[config.mk]
export PLATFORM = sky130hd
export DESIGN_NAME = fpgaminer_work_ctrl
export DESIGN_NICKNAME = d
export VERILOG_FILES = /design/src/rtl/fpgaminer_work_ctrl.sv
export SDC_FILE = /design/constraint.sdc
export NUM_CORES = 2
export LEC_CHECK = 0
export BUFFER_PORTS_ARGS = -buffer_cell sky130_fd_sc_hd__buf_2
export CORE_MARGIN = 5
export CORE_UTILIZATION = 42
export DETAILED_ROUTE_END_ITERATION = 16
export GPL_ROUTABILITY_DRIVEN = 1
export GPL_TIMING_DRIVEN = 0
export PLACE_DENSITY = 0.65
export SYNTH_ARGS = -nofsm -noshare
export SYNTH_HDL_FRONTEND = slang
export SYNTH_SLANG_ARGS = --single-unit
[constraint.sdc]
create_clock -name clk -period 5.32 [get_ports clk]
set_clock_uncertainty 0.1 [all_clocks]
set_input_delay 0.798 -clock clk [delete_from_list [all_inputs] [get_ports clk]]
set_output_delay 0.798 -clock clk [all_outputs]
set_load 0.05 [all_outputs]
[src/rtl/fpgaminer_work_ctrl.sv]
// Avalon-MM work controller for the fpgaminer hashing core: shadow work registers,
// commit/run sequencing over a nonce range, and a golden-nonce FIFO drained by software.
module fpgaminer_work_ctrl #(
  parameter int GN_FIFO_DEPTH = 8,
  parameter int NONCE_STEP    = 1
) (
  input  logic         clk,
  input  logic         reset_n,
  input  logic [4:0]   avs_address,
  input  logic         avs_write,
  input  logic [31:0]  avs_writedata,
  input  logic         avs_read,
  output logic [31:0]  avs_readdata,
  output logic [255:0] midstate,
  output logic [255:0] data2,
  output logic [31:0]  nonce,
  output logic         hash_en,
  output logic         work_load,
  input  logic         golden_valid,
  input  logic [31:0]  golden_nonce
);

  localparam int PTR_W = $clog2(GN_FIFO_DEPTH);
  localparam int CNT_W = PTR_W + 1;

  localparam logic [4:0] A_CTRL   = 5'h10;
  localparam logic [4:0] A_STATUS = 5'h11;
  localparam logic [4:0] A_NSTART = 5'h12;
  localparam logic [4:0] A_NEND   = 5'h13;
  localparam logic [4:0] A_NCUR   = 5'h14;
  localparam logic [4:0] A_GNPOP  = 5'h15;
  localparam logic [4:0] A_GNCNT  = 5'h16;

  typedef enum logic [1:0] {S_IDLE, S_LOAD, S_RUN, S_DONE} state_t;

  state_t              r_state;
  state_t              w_state_nxt;
  logic [7:0][31:0]    r_sh_d2;
  logic [7:0][31:0]    r_sh_ms;
  logic [31:0]         r_nonce_start;
  logic [31:0]         r_nonce_end;
  logic                r_overflow;
  logic                r_exhausted;
  logic [31:0]         r_gn_mem [GN_FIFO_DEPTH];
  logic [PTR_W-1:0]    r_rd_ptr;
  logic [PTR_W-1:0]    r_wr_ptr;
  logic [CNT_W-1:0]    r_gn_count;

  logic        w_ctrl_wr;
  logic        w_start;
  logic        w_stop;
  logic        w_fclr;
  logic        w_empty;
  logic        w_full;
  logic        w_pop;
  logic        w_push_req;
  logic        w_push;
  logic        w_running;
  logic [31:0] w_gn_head;
  logic [31:0] w_status;
  logic [31:0] w_rd_data;

  // STOP dominates START when both bits arrive in one write
  assign w_ctrl_wr  = avs_write && (avs_address == A_CTRL);
  assign w_start    = w_ctrl_wr && avs_writedata[0] && !avs_writedata[1];
  assign w_stop     = w_ctrl_wr && avs_writedata[1];
  assign w_fclr     = w_ctrl_wr && avs_writedata[2];

  assign w_empty    = (r_gn_count == '0);
  assign w_full     = (r_gn_count == CNT_W'(GN_FIFO_DEPTH));
  assign w_pop      = avs_read && (avs_address == A_GNPOP) && !w_empty && !w_fclr;
  assign w_push_req = golden_valid && !w_fclr;
  assign w_push     = w_push_req && (!w_full || w_pop);
  assign w_gn_head  = w_empty ? 32'h0 : r_gn_mem[r_rd_ptr];

  assign w_running  = (r_state == S_LOAD) || (r_state == S_RUN);
  assign w_status   = {27'h0, r_exhausted, r_overflow, w_full, w_empty, w_running};

  always_ff @(posedge clk) begin
    if (!reset_n) r_state <= S_IDLE;
    else          r_state <= w_state_nxt;
  end

  always_comb begin
    w_state_nxt = r_state;
    hash_en     = 1'b0;
    work_load   = 1'b0;
    case (r_state)
      S_IDLE: begin
        if (w_start) w_state_nxt = S_LOAD;
      end
      S_LOAD: begin
        work_load = 1'b1;
        if (w_stop)       w_state_nxt = S_IDLE;
        else if (w_start) w_state_nxt = S_LOAD;
        else              w_state_nxt = S_RUN;
      end
      S_RUN: begin
        hash_en = 1'b1;
        if (w_stop)                       w_state_nxt = S_IDLE;
        else if (w_start)                 w_state_nxt = S_LOAD;
        else if (nonce == r_nonce_end)    w_state_nxt = S_DONE;
      end
      S_DONE: begin
        w_state_nxt = w_start ? S_LOAD : S_IDLE;
      end
      default: w_state_nxt = S_IDLE;
    endcase
  end

  // Work is committed on entry to LOAD so it is already on the outputs while work_load is high
  always_ff @(posedge clk) begin
    if (!reset_n) begin
      r_sh_d2       <= '0;
      r_sh_ms       <= '0;
      r_nonce_start <= 32'h0;
      r_nonce_end   <= 32'hFFFF_FFFF;
      midstate      <= '0;
      data2         <= '0;
      nonce         <= 32'h0;
      r_exhausted   <= 1'b0;
    end else begin
      if (avs_write && !avs_address[4]) begin
        if (avs_address[3]) r_sh_ms[avs_address[2:0]] <= avs_writedata;
        else                r_sh_d2[avs_address[2:0]] <= avs_writedata;
      end
      if (avs_write && (avs_address == A_NSTART)) r_nonce_start <= avs_writedata;
      if (avs_write && (avs_address == A_NEND))   r_nonce_end   <= avs_writedata;

      if (w_state_nxt == S_LOAD) begin
        midstate    <= r_sh_ms;
        data2       <= r_sh_d2;
        nonce       <= r_nonce_start;
        r_exhausted <= 1'b0;
      end else if (r_state == S_RUN) begin
        if (w_state_nxt == S_RUN)  nonce       <= nonce + 32'(NONCE_STEP);
        if (w_state_nxt == S_DONE) r_exhausted <= 1'b1;
      end
    end
  end

  always_ff @(posedge clk) begin
    if (w_push) r_gn_mem[r_wr_ptr] <= golden_nonce;
  end

  always_ff @(posedge clk) begin
    if (!reset_n || w_fclr) begin
      r_rd_ptr   <= '0;
      r_wr_ptr   <= '0;
      r_gn_count <= '0;
      r_overflow <= 1'b0;
    end else begin
      if (w_push) r_wr_ptr <= r_wr_ptr + PTR_W'(1);
      if (w_pop)  r_rd_ptr <= r_rd_ptr + PTR_W'(1);
      case ({w_push, w_pop})
        2'b10:   r_gn_count <= r_gn_count + CNT_W'(1);
        2'b01:   r_gn_count <= r_gn_count - CNT_W'(1);
        default: r_gn_count <= r_gn_count;
      endcase
      if (w_push_req && !w_push) r_overflow <= 1'b1;
    end
  end

  always_comb begin
    w_rd_data = 32'h0;
    if (!avs_address[4]) begin
      w_rd_data = avs_address[3] ? r_sh_ms[avs_address[2:0]] : r_sh_d2[avs_address[2:0]];
    end else begin
      case (avs_address)
        A_STATUS: w_rd_data = w_status;
        A_NSTART: w_rd_data = r_nonce_start;
        A_NEND:   w_rd_data = r_nonce_end;
        A_NCUR:   w_rd_data = nonce;
        A_GNPOP:  w_rd_data = w_gn_head;
        A_GNCNT:  w_rd_data = 32'(r_gn_count);
        default:  w_rd_data = 32'h0;
      endcase
    end
  end

  always_ff @(posedge clk) begin
    if (!reset_n)      avs_readdata <= 32'h0;
    else if (avs_read) avs_readdata <= w_rd_data;
    else               avs_readdata <= 32'h0;
  end

endmodule

-- Yosys cells after proc, flatten, opt, wreduce, memory -nomap -nowiden
Memories as Yosys holds them, arrays and structs flattened. A register that Yosys moved wholly into a read port is not among the register bits.
Index checks and enable logic that the tools add are counted.
- register bits: 1166
- latch bits: 0
- RAM bits: 256
- ROM bits: 0
- input bits: 74
- output and inout port bits: 578
- word-level logic and storage cells: 121
- memories: 1
- memories (name ; depth ; bits a word ; read ports ; clocked after memory_dff ; write ports ; RTL line ; RTL):
    r_gn_mem ; 8 ; 32 ; 1 ; 1 ; 1 ; 44 ; logic [31:0] r_gn_mem [GN_FIFO_DEPTH];
- $add $sub $neg: 5
- multiply operators: 0
- divide/modulo/power cells: 0
- magnitude comparators: 2
- eq/ne operators: 17
- shift-type cells: 0
- multiplexer cells: 30
- bitwise logic cells: 2
- reductions and logical operators: 36
- operator list (operator ; count):
    $bwmux W256 ; 2
    $mux W32 ; 9
    $bmux W32 S3 ; 2
    $pmux W32 S6 ; 1
    $demux W32 S3 ; 1
    $eq A5 B5 Y1 const B ; 7
    $add A32 B1 Y32 const B ; 1
    $eq A32 B32 Y1 ; 1
    $logic_and A1 B1 Y1 ; 15
    $mux W2 ; 6
    $eq A2 B2 Y1 const B ; 5
    $reduce_and A2 Y1 ; 5
    $pmux W2 S4 ; 1
    $pmux W4 S2 ; 1
    $logic_not A1 Y1 ; 7
    $add A3 B1 Y3 const B ; 2
    $eq A2 B1 Y1 const B ; 3
    $mux W3 ; 2
    $reduce_bool A2 Y1 ; 3
    $mux W1 ; 5
    $add A4 B1 Y4 const B ; 1
    $eq A4 B4 Y1 const B ; 1
    $logic_not A4 Y1 ; 1
    $lt A3 B4 Y1 const B ; 1
    other kinds (6) ; 9

-- Depth between registers and ports, before layout
- word-level depth: 11
- gate-level depth with buffers: 15
- gate-level depth less buffers: 13

-- Worst setup path before layout
OpenSTA, ideal clock, no wires.
- path kind: input to register
- start point: in avs_address[1]
- end point: mem r_gn_mem[0][0], enable pin
- setup time: 0.501 ns
- data arrival time: 4.878 ns
- required time: 4.719 ns
- path slack: -0.160 ns
- stages: 7
- path buffers: 3
- path through: buf_6 -> nand2b_1 -> buf_6 -> o311a_1 -> nand2b_1 -> buf_6 -> nor4_1
- longest elaborated chain between the ends: 9
- elaborated cells between the ends (all ways): 13
- those cells by class: eq/ne: 2; mux: 2; reduce/logical: 9
- RTL lines (item ; RTL line ; RTL):
    start: declaration ; 9 ; input logic [4:0] avs_address,
    $eq A5 B5 Y1 ; 64 ; assign w_ctrl_wr = avs_write && (avs_address == A_CTRL);
    $logic_and A1 B1 Y1 ; 64 ;
    $logic_and A1 B1 Y1 ; 67 ; assign w_fclr = w_ctrl_wr && avs_writedata[2];
    $logic_not A1 Y1 ; 71, 72 ;
    $logic_and A1 B1 Y1 ; 71 ; assign w_pop = avs_read && (avs_address == A_GNPOP) && !w_empty && !w_fclr;
    $logic_or A1 B1 Y1 ; 73 ; assign w_push = w_push_req && (!w_full || w_pop);
    $logic_and A1 B1 Y1 * ; 73 ;
    $mux W1 * ; 143 ; if (w_push) r_gn_mem[r_wr_ptr] <= golden_nonce;
    $mux W1 (implied by the code) * ; 143 ;
    end: declaration ; 44 ;
Every way passes the cells marked *; elsewhere a longest branch is shown, timed or not.

-- Worst setup path after layout
- start point: reg nonce[21]
- end point: reg midstate[126]
- longest elaborated chain between the ends: 6
- RTL lines (item ; RTL line ; RTL):
    start: declaration ; 16 ; output logic [31:0] nonce,
    start signal: assignment ; 133 ; nonce <= r_nonce_start;
    start signal: assignment ; 136 ; if (w_state_nxt == S_RUN) nonce <= nonce + 32'(NONCE_STEP);
    $eq A32 B32 Y1 ; 102 ; else if (nonce == r_nonce_end) w_state_nxt = S_DONE;
    $mux W2 ; 102 ;
    $mux W2 ; 101 ; else if (w_start) w_state_nxt = S_LOAD;
    $mux W2 ; 100 ; if (w_stop) w_state_nxt = S_IDLE;
    $pmux W2 S4 ; 88 ; case (r_state)
    via w_state_nxt[0] ; 37 ; state_t w_state_nxt;
    $eq A2 B1 Y1 ; 130 ; if (w_state_nxt == S_LOAD) begin
    end signal: assignment ; 131 ; midstate <= r_sh_ms;
    end: declaration ; 14 ; output logic [255:0] midstate,
The timed path passes the listed nets, and every way through them passes these cells.
A chain may end at the register's enable or synchronous reset.

==> results.md <==
- Run status: finished, violations left
- Failing checks: negative setup slack
- Setup TNS: -0.0382 ns
- Worst Hold Class: in -> reg
- Via count: 46900
- Worst skew pair latency: 0.81 ns
- Area delta synth->final: 18.8%
- Core area: 133000 µm²
- # nets final: 6352
- Die Ht: 376 µm
- Final hold violations: 0
- H-tree Lvls: 4
- Gr usage total: 0.323
- VDD IR max: 0.000327 V
- FF-to-FF path depth: 12
- Synthesized area: 56300 µm²
- Antenna violations before repair: 26
- Worst hold slack: 0.168 ns
- Arrival time worst endpoint: 5.90 ns
- Max Cap Viol: 0
- Vias in the first global route: 44000
- Pwr/cell area: 340 nW/µm²
- PortBufs: 616
- Drt drc: 0
- Rel. slew slack: 0.0193
- Crit Path Max Fanout: 10
- CTS max path bufs: 3
- 1st-pass router iterations: 8
- Clock Pin Slew Worst Setup and Hold Paths: 0.06 ns
- Mapped Cells: 5479
- Crit path from: nonce[21]$_SDFFE_PN0P_
- Seq cells post-synth: 1425
- Final std cells w/o fill: 8163
- Worst setup path class: reg -> reg
- Clk sink count: 1425
- Post-synth EDFFs: 256
- Post-DP HPWL: 181000 µm
- Slew @ Worst Pin: 1.47 ns
- Final WL: 237000 µm
- Hold path startpoint: golden_nonce[22]
- Pre-CTS setup slack: -0.381 ns
- Final setup vio count: 2
- Reg-to-Reg End: midstate[126]$_SDFFE_PN0P_
- Crit path capture: midstate[126]$_SDFFE_PN0P_
- Leakage dissipation: 23.8 nW
- Total power: 22.8 mW
- Antenna Violating Nets Remaining: 0
- Slew Viols, Final: 0
- FP Rows: 134
- Largest net degree at the start of global routing: 24
- Number of CTS-inserted buffers: 150
- Ys Warns: 0
- Drt wl/cell: 29.1 µm
- GP Congestion: 1.00
- CTS root buffer: clkbuf_16
- Grt ovf: 0
- Sequential share of the synthesized area: 0.552
- Die area: 142000 µm²
- Synth cell types: 74
- First-pass GRT wire length: 329000 µm
- # IOs: 652
- Critical Path Sink Type: flop
- CTS tree: built
- Vias per inst: 5.75
- Top FF cell, synth: dfxtp_1
- Avg Inst Size Synth: 10.3 µm²
- RSZ-0062 raised after global routing: true
- Async S/R FF share, synth: 0
- Post-route clock period utilization: 1.01
- Share of layout cells above drive strength 1: 0.186
- Die width: 376 µm
- Flop-to-flop setup slack: -0.03 ns
- Initial core utilization: 0.422
- Placed Cells: 7881
- Final worst slack: -0.0323 ns
- CP Launch Type: flop
- Hold buffer count at cts: 0
- Post-CTS Setup Repair Bufs: 0
- FF-to-FF Start: nonce[21]$_SDFFE_PN0P_
- Min cycle time layout: 5.35 ns
- Syn_nets: 5566
- Crit path required time: 5.87 ns
- Max Fclk: 187 MHz
- Iter 0 DRT Violations: 6329
## critical path, stage by stage, from the launching register on
cell and delay, ns:
dfxtp_1 0.50, clkbuf_1 0.36, xnor2_1 0.18, nand4_1 0.15
nor4_1 0.34, nand4_1 0.32, o21ai_0 0.39, ha_1 0.23
buf_2 0.46, clkbuf_1 0.83, clkbuf_1 0.97, mux2i_1 0.30
nor2_1 0.06
## layout by cell type, fill, tap and decap left out, drive strengths merged, types with 7 or more instances in the layout
cell	n
nand4	19
clkinv	30
xnor2	31
nand3	56
a22o	7
nand2b	8
mux2i	613
mux4	192
o22a	28
nand2	1209
a21oi	580
o221ai	35
o21ai	18
dfxtp	1169
bufinv	8
nor2b	10
clkbuf	579
nor3	21
ha	12
edfxtp	256
a222oi	27
inv	27
diode	15
buf	742
o22ai	8
xor2	10
a22oi	20
nor2	577
nor4	15
## metrics by stage
stage	util	instance area, µm²
2_1_floorplan	-	56300
3_3_place_gp	0.462	61600
3_5_place_dp	0.464	61900
4_1_cts	0.502	66900
5_1_grt	0.502	66900
6_report	0.502	66900
## cells by family (layout without fill, tap and decap cells)
| family | Yosys count | in the layout | synth area share |
|---|---|---|---|
| and+or+nand+nor | 1941 | 1941 | 0.137 |
| DFF | 1425 | 1425 | 0.552 |
| muxes | 807 | 807 | 0.186 |
| AOI/OAI and AO/OA | 765 | 765 | 0.0790 |
| buffers and inverters | 487 | 1388 | 0.0366 |
| xor gates and xnor gates | 41 | 41 | 0.00638 |
| adders and majority gates | 13 | 13 | 0.00302 |
| other | 0 | 15 | 0 |
## layer usage
layer | global-route usage | vias to the layer above | routed length (µm)
li1 | - | 20500 | -
met1 | 0.412 | 23000 | 90600
met2 | 0.469 | 2810 | 100000
met3 | 0.104 | 587 | 27900
met4 | 0.213 | 14 | 18700
met5 | 0 | - | 90
## registers in the layout, summed over array words and instances, names as in the netlist, 4 cells and up, named ones only
signal and flops:
r_nonce_start 32, data2 256, r_sh_d2 256, nonce 32, r_gn_count 4, r_gn_mem 256, r_sh_ms 256, midstate 256
r_nonce_end 32, avs_readdata 32
## cell usage after synthesis, types with 27 or more instances
cell,number,area [µm²]
a21oi_1,580,2900
a222oi_1,27,270
buf_2,70,350
clkbuf_1,361,1360
dfxtp_1,1169,23400
edfxtp_1,256,7690
mux2i_1,613,6140
mux4_2,192,4320
nand2_1,1209,4540
nand3_1,55,275
nor2_1,577,2170
o221ai_1,35,307
o22a_1,28,245
xnor2_1,31,272
## area by class of cell
class | count | area (µm²)
Antenna cell | 15 | 37.5
Buffer | 470 | 2000
Clock buffer | 217 | 4400
Clock inverter | 50 | 541
Fill cell | 12100 | 66400
Inverter | 17 | 63.8
Multi-Input combinational cell | 3567 | 23200
Sequential cell | 1425 | 31100
Tap cell | 1768 | 2210
Timing Repair Buffer | 634 | 3320
## report_power, final
| group | internal [mW] | switching (mW) |
|---|---|---|
| logic | 0.231 | 0.751 |
| clock network | 6.15 | 4.51 |
| registers | 11.1 | 0.0599 |
## what timing repair did
action	4_1_cts	5_1_grt
endpoints found under the hold margin	0	0
gates resized for setup	0	4
endpoints found under the setup margin	0	12
## how the worst min path moves through the flow
| stage | to | cells past startpoint |
|---|---|---|
| finish | r_gn_mem[6][22]$_DFFE_PP_ | 1 |
| global placement | r_sh_ms[197]$_SDFFE_PN0P_ | 2 |
| global route | r_gn_mem[7][22]$_DFFE_PP_ | 1 |
| floorplan | r_exhausted$_SDFFE_PP0P_ | 2 |
| detailed placement | r_nonce_start[4]$_SDFFE_PN0P_ | 2 |
| CTS | r_gn_mem[7][22]$_DFFE_PP_ | 1 |
Note: power is estimated with default switching activity, not from simulation.
